$ cat config.mk
export PLATFORM = sky130hd
export DESIGN_NAME = irq_priority_sequencer
export DESIGN_NICKNAME = d
export VERILOG_FILES = /design/src/rtl/irq_priority_sequencer.sv
export SDC_FILE = /design/constraint.sdc
export NUM_CORES = 1
export LEC_CHECK = 0
export ABC_AREA = 1
export CAP_MARGIN = 25
export CORE_ASPECT_RATIO = 1.5
export CORE_MARGIN = 5
export CORE_UTILIZATION = 55
export DETAILED_ROUTE_END_ITERATION = 8
export PLACE_DENSITY = 0.95
export SLEW_MARGIN = 15
export SYNTH_ARGS = -nofsm -noshare
export SYNTH_HDL_FRONTEND = slang
export SYNTH_SLANG_ARGS = --single-unit
$ cat constraint.sdc
create_clock -name clk -period 5.65 [get_ports clk]
set_input_delay 1.695 -clock clk [delete_from_list [all_inputs] [get_ports clk]]
set_output_delay 1.695 -clock clk [all_outputs]
set_load 0.02 [all_outputs]
$ cat src/rtl/irq_priority_sequencer.sv
// 27-channel (3 buses x 9) edge-latched interrupt sequencer: fixed priority A>B>C, low channel first,
// valid/ack handshake with post-ack holdoff. Optional grant abandon timer under IRQ_TIMEOUT_EN.
module irq_priority_sequencer #(
  parameter int HOLDOFF_CYC = 2,
  parameter int TIMEOUT_CYC = 64
) (
  input  logic       clk,
  input  logic       rst,
  input  logic [8:0] req_a,
  input  logic [8:0] req_b,
  input  logic [8:0] req_c,
  input  logic [8:0] en_a,
  input  logic [8:0] en_b,
  input  logic [8:0] en_c,
  input  logic       irq_ack,
  output logic       irq_valid,
  output logic [1:0] irq_bus,
  output logic [3:0] irq_chan,
  output logic       pend_any,
  output logic       irq_timeout
);
  localparam int NB = 3;
  localparam int NC = 9;

  typedef enum logic [1:0] {S_IDLE, S_GRANT, S_HOLDOFF} state_t;

  // Out-of-range parameters elaborate this empty marker block, easy to spot in the hierarchy.
  if (HOLDOFF_CYC < 1 || HOLDOFF_CYC > 15 || TIMEOUT_CYC < 2 || TIMEOUT_CYC > 255) begin : g_param_range_bad
  end

  state_t                r_state;
  logic [3:0]            r_hcnt;
  logic [NB-1:0][NC-1:0] r_req_q, r_pend;
  logic [NB-1:0][NC-1:0] w_req, w_en, w_set, w_clr, w_pend_nxt, w_cand;
  logic                  w_ack, w_hit;
  logic [1:0]            w_win_bus;
  logic [3:0]            w_win_chan;

  assign w_req      = {req_c, req_b, req_a};
  assign w_en       = {en_c, en_b, en_a};
  assign w_set      = w_req & ~r_req_q;
  assign w_ack      = (r_state == S_GRANT) && irq_ack;
  assign w_pend_nxt = (r_pend & ~w_clr) | w_set;
  assign w_cand     = r_pend & w_en;

  always_comb begin
    w_clr = '0;
    for (int b = 0; b < NB; b++)
      for (int c = 0; c < NC; c++)
        w_clr[b][c] = w_ack && (irq_bus == 2'(b)) && (irq_chan == 4'(c));
  end

  // Scan from lowest priority upward so the last hit is the winner.
  always_comb begin
    w_hit      = 1'b0;
    w_win_bus  = '0;
    w_win_chan = '0;
    for (int b = NB - 1; b >= 0; b--)
      for (int c = NC - 1; c >= 0; c--)
        if (w_cand[b][c]) begin
          w_hit      = 1'b1;
          w_win_bus  = 2'(b);
          w_win_chan = 4'(c);
        end
  end

`ifdef IRQ_TIMEOUT_EN
  logic [7:0] r_tcnt;
  logic       r_timeout;
  assign irq_timeout = r_timeout;
`else
  assign irq_timeout = 1'b0;
`endif

  always_ff @(posedge clk) begin
    if (rst) begin
      r_state   <= S_IDLE;
      r_hcnt    <= '0;
      r_req_q   <= '0;
      r_pend    <= '0;
      irq_valid <= 1'b0;
      irq_bus   <= '0;
      irq_chan  <= '0;
      pend_any  <= 1'b0;
`ifdef IRQ_TIMEOUT_EN
      r_tcnt    <= '0;
      r_timeout <= 1'b0;
`endif
    end else begin
      r_req_q  <= w_req;
      r_pend   <= w_pend_nxt;
      pend_any <= |(w_pend_nxt & w_en);
`ifdef IRQ_TIMEOUT_EN
      r_timeout <= 1'b0;
`endif
      case (r_state)
        S_GRANT: begin
          if (irq_ack) begin
            irq_valid <= 1'b0;
            r_hcnt    <= 4'(HOLDOFF_CYC - 1);
            r_state   <= S_HOLDOFF;
          end
`ifdef IRQ_TIMEOUT_EN
          else if (r_tcnt == 8'(TIMEOUT_CYC - 1)) begin
            // Abandon without clearing pending: the channel is offered again later.
            irq_valid <= 1'b0;
            r_timeout <= 1'b1;
            r_hcnt    <= 4'(HOLDOFF_CYC - 1);
            r_state   <= S_HOLDOFF;
          end else begin
            r_tcnt <= r_tcnt + 8'd1;
          end
`endif
        end
        default: begin
          // Holdoff expiry arbitrates directly so the dead time is exactly HOLDOFF_CYC cycles.
          if (r_state == S_HOLDOFF && r_hcnt != 4'd0) begin
            r_hcnt <= r_hcnt - 4'd1;
          end else if (w_hit) begin
            irq_valid <= 1'b1;
            irq_bus   <= w_win_bus;
            irq_chan  <= w_win_chan;
            r_state   <= S_GRANT;
`ifdef IRQ_TIMEOUT_EN
            r_tcnt    <= '0;
`endif
          end else begin
            r_state <= S_IDLE;
          end
        end
      endcase
    end
  end
endmodule

# Word-level counts from Yosys, hierarchy flattened
# Index checks and enable logic that the tools add are counted.
[classes] n_eq_ne=14 muxes=92 n_reduce_logical=42 bitwise_logic=9 add_sub_neg=1
[ops] operator="$mux W4" count=30
[ops] operator="$and A27 B27 Y27" count=4
[ops] operator="$mux W2" count=30
[ops] operator="$not A27 Y27" count=2
[ops] operator="$logic_and A1 B1 Y1" count=32
[ops] operator="$mux W1" count=32
[ops] operator="$or A27 B27 Y27" count=1
[ops] operator="$reduce_or A27 Y1" count=1
[ops] operator="$eq A4 B3 Y1 const B" count=4
[ops] operator="$eq A4 B2 Y1 const B" count=2
[ops] operator="$reduce_and A3 Y1" count=2
[ops] operator="$eq A2 B1 Y1 const B" count=2
[ops] operator="$eq A2 B2 Y1 const B" count=2
[ops] operator="$eq A4 B1 Y1 const B" count=1
[ops] operator="$eq A4 B4 Y1 const B" count=1
[ops] operator="$logic_not A4 Y1" count=1
[ops] operator="$ne A2 B2 Y1 const B" count=2
[ops] operator="$reduce_and A2 Y1" count=2
[ops] operator="$reduce_bool A2 Y1" count=2
[ops] operator="$reduce_bool A4 Y1" count=1
[ops] operator="$sub A4 B1 Y4 const B" count=1
[ops] operator="$logic_not A2 Y1" count=1
[ops] operator="$not A1 Y1" count=2
[totals] reg_bits=68 inputBits=57 output_inout_bits=9

# Longest topological paths before layout
[logic_depth] ltp_word=31 ltp_mapped=26

# Least setup slack after synthesis
# OpenSTA, ideal clock, no wires.
[synth_timing] kind="in2reg" start="in en_c[7]" end="reg irq_chan[0]" setup_slack_ns=2.696 cell_stages=26 setup_time_ns=0.131 path_buffers=0 required_time_ns=5.519 arrival_ns=2.823 path_cell_list="nand2_1 > inv_1 > nand2_1 > nand2_1 > nand2_1 > nand2_1 > nand2_1 > nand2_1 > nand2_1 > nand2_1 > nand2_1 > nand2_1 > nand2_1 > nand2_1 > nand2_1 > nand2_1 > nand2_1 > nand2_1 > nand2_1 > nand2_1 > nand2_1 > nand2_1 > nand2_1 > nand2_1 > nand2_1 > a21oi_1"
[synth_between] elab_chain_len=28
[synth_lines] element="from (decl)" line="14" text="input logic [8:0] en_c,"
[synth_lines] element="$and A27 B27 Y27 *" line="44" text="assign w_cand = r_pend & w_en;"
[synth_lines] element="$mux W1 (26 in series)" line="60" text="if (w_cand[b][c]) begin"
[synth_lines] element="$reduce_and A3 Y1 (no line)"
[synth_lines] element="to (signal assigned)" line="122" text="irq_chan <= w_win_chan;"
[synth_lines] element="to (decl)" line="18" text="output logic [3:0] irq_chan,"
# Every way passes the cells marked *; elsewhere a longest branch is shown, timed or not.
# A chain may end at the register's enable or synchronous reset.

# Worst setup path in the final report
[layout_timing] start="in irq_ack" end="reg pend_any"
[layout_between] elab_chain_len=8
[layout_lines] element="from (decl)" line="15" text="input logic irq_ack,"
[layout_lines] element="$logic_and A1 B1 Y1 *" line="42" text="assign w_ack = (r_state == S_GRANT) && irq_ack;"
[layout_lines] element="$logic_and A1 B1 Y1 (2 in series)" line="50" text="w_clr[b][c] = w_ack && (irq_bus == 2'(b)) && (irq_chan == 4'(c));"
[layout_lines] element="$not A27 Y27 *" line="43" text="assign w_pend_nxt = (r_pend & ~w_clr) | w_set;"
[layout_lines] element="$and A27 B27 Y27 *" line="43"
[layout_lines] element="$or A27 B27 Y27 *" line="43"
[layout_lines] element="$and A27 B27 Y27 *" line="92" text="pend_any <= |(w_pend_nxt & w_en);"
[layout_lines] element="$reduce_or A27 Y1 *" line="92"
[layout_lines] element="to (signal assigned)" line="92"
[layout_lines] element="to (decl)" line="19" text="output logic pend_any,"
# Marks and branches as above.

==> run_results.csv <==
group,metric,value,unit
sta,fin_hold_ws,0.480,ns
run_status,status,"finished clean",
layout,drive_above_1_share,0.0518,
clocking,cts_htree_levels,3,
yosys,synth_top_cell_by_area,"dfxtp_1",
global_route,grt.busiest_layer,"met2",
layout,final_nets,595,
sta,drv_slew,0,
route,drc,0,
clocking,cts_buffers,9,
sta,relSlewSlack,0.571,
sta,layout_min_cycle_time,3.41,ns
setup_path,crit_start,"irq_ack",
yosys,ys.flop_type,"dfxtp_1",
route,drt_first_pass_iters,6,
global_route,gr-usage-all-layers,0.241,
pwr,p_leak,1.95,nW
floorplanning,core_region_area,5490,sq um
pwr,ir_drop,0.192,mV
sta,grt_setup_unrepaired,"false",
sta,period_share,0.603,
clocking,cts_setup_buffers,0,
global_route,grt_first_pass_wirelength,13500,um
route,drtIter0Drc,219,
pwr,p_per_area,313,nW/um^2
floorplanning,die_y,102,um
layout,syn_to_final_growth,30.9,%
setup_path,crit_fanout,9,
sta,worstMarginPinSlew,0.638,ns
yosys,synth.area.top_cells,"dfxtp_1 44%, nand2_1 15%, nor2_1 11%",
yosys,netlist_top_cells_count,"126 x nand2_1, 91 x nor2_1, 80 x inv_1, 68 x dfxtp_1, 30 x a21oi_1",
clocking,clk_latency,0.36,ns
yosys,synth_cells,468,
global_route,use_met1,0.252,
hold_path,min_path_type,"flip-flop to flip-flop",
route,post_drt_wl_per_cell,13.5,um
clocking,clockBufferDepth,2,
global_route,met3_usage,0.0443,
yosys,synth_edf_count,0,
setup_path,crit_path_end_kind,"flip-flop",
yosys,synthArstFlopShare,0,
global_route,grt_pass1_vias,3111,
clocking,cts.repair.resized,0,
route,vias,3155,
clocking,clk_root_buffer_cell,"clkbuf_8",
floorplanning,die_area,7270,sq um
clocking,cts_tree,"built",
yosys,yosysTopAreaCellShare,0.439,
floorplanning,start_util,0.565,
route,via_per_inst,5.16,
yosys,ys_types,28,
placed_design,place_congestion,0.988,
sta,hold_viol_final,0,
pwr,p_total,1.27,mW
clocking,clk_pin_slew,0.07,ns
global_route,grt_max_degree,44,
clocking,cts_num_sinks,68,
yosys,synth_warnings,0,
yosys,synth_area,3100,sq um
yosys,ys_seq_area_frac,0.439,
clocking,cts_hold_buf,0,
global_route,antenna_found_initial,0,
setup_path,worstPathRequired,5.88,ns
global_route,grt_remaining_overflow,0,
placed_design,dp_hpwl,6540,um
layout,antenna_cells,0,
setup_path,cp-start-kind,"input port",
route,wl,8250,um
flow_run,drv_cap,0,
yosys,ys_seq_elements,68,
setup_path,path_class,"input port to flip-flop",
hold_path,hold_path.startpoint,"irq_valid",
placed_design,io_buffers,64,
sta,fin_setup_tns,0,ns
floorplanning,die_w,71.3,um
yosys,synth.most_common_cell,"nand2_1",
yosys,avgSynthCellArea,6.63,sq um
sta,fin_worst_skew,0.00767,ns
floorplanning,io_pins,66,
route,ant_nets,0,
global_route,gr-usage-met2,0.443,
floorplanning,rows,33,
yosys,synthesis.nets,527,
sta,fmax,0.293,GHz
setup_path,regToRegStartpoint,"r_state[0]",
sta,setup_viol,0,
setup_path,critPathArrivalTime,3.64,ns
[through the flow]
stage	cells	setup slack (ns)	utilization	instance area [sq um]
2_1_floorplan	468	2.70	-	3100
3_3_place_gp	594	1.88	0.690	3790
4_1_cts	611	2.28	0.739	4060
3_5_place_dp	595	1.93	0.694	3810
6_report	611	2.24	0.739	4060
5_1_grt	611	2.00	0.739	4060
[flip-flops by register name (all words and copies together) (netlist names)]
| signal | count |
|---|---|
| r_pend | 27 |
| r_req_q | 27 |
| irq_chan | 4 |
| r_hcnt | 4 |
| irq_bus | 2 |
| r_state | 2 |
| irq_valid | 1 |
| pend_any | 1 |
[worst max-delay path: stages]
cell             delay [ns]
clkdlybuf4s50_1        0.46
inv_1                  0.07
nor2_4                 0.14
inv_4                  0.07
nor3_4                 0.30
nand2_1                0.09
a21oi_1                0.22
o22ai_1                0.14
nor4_1                 0.34
a31oi_1                0.12
[cell families (layout without fill, tap and decap cells)]
kind of cell             after synthesis  in the layout  synth area share
AO/OA/AOI/OAI                         59             59             0.113
adder cells (fa/ha/maj)                2              2           0.00807
buffers and inverters                 90            163             0.111
flip-flops                            68             68             0.439
other                                  1              1           0.00121
AND/OR/NAND/NOR                      248            248             0.328
[placed cells by master (no fill, tap or decap), types with 2 or more instances in the layout]
cell type / netlist / layout
clkbuf_8: 0 / 10
o21a_1: 8 / 8
nand2_1: 126 / 126
nand3_1: 7 / 7
ha_1: 2 / 2
nor2_1: 91 / 91
nor3_4: 2 / 2
nor2_4: 2 / 2
nand4_1: 3 / 3
o21ai_0: 2 / 2
dfxtp_1: 68 / 68
o22ai_1: 10 / 10
clkdlybuf4s50_1: 0 / 63
a21oi_1: 30 / 30
bufinv_16: 0 / 3
a21oi_2: 2 / 2
a31oi_1: 3 / 3
inv_1: 80 / 80
o211ai_1: 3 / 3
nor4_1: 2 / 2
nor3_1: 11 / 11
[where the power goes]
part / internal (mW) / switching, mW / total (mW)
clock: 0.305 / 0.188 / 0.493
sequential: 0.515 / 0.0214 / 0.537
combinational: 0.103 / 0.138 / 0.242
[final cells by class]
| cell class | count | area, sq um |
|---|---|---|
| flip-flops and latches | 68 | 1360 |
| clock buffers | 10 | 138 |
| repair buffers | 65 | 656 |
| inverters | 82 | 310 |
| clock inverters | 6 | 111 |
| multi-input cells | 310 | 1400 |
| fillers | 466 | 1430 |
| well taps | 70 | 87.6 |
[metal layers]
metal  share of wire  up-vias  wire length, um
li1                -     1569                -
met1            0.36     1443             3010
met2            0.53      115             4380
met3           0.057       28              467
met4           0.048        0              393
met5               0        -                0
[final timing paths]
kind              slack (ns)  depth (start not counted)         to
setup / recovery        2.24                         10   pend_any
hold / removal          0.48                          2  irq_valid
setup reg to reg        3.58                         11   pend_any
hold reg to reg         0.48                          2  irq_valid
No activity file was read; power rests on OpenSTA's default activity.
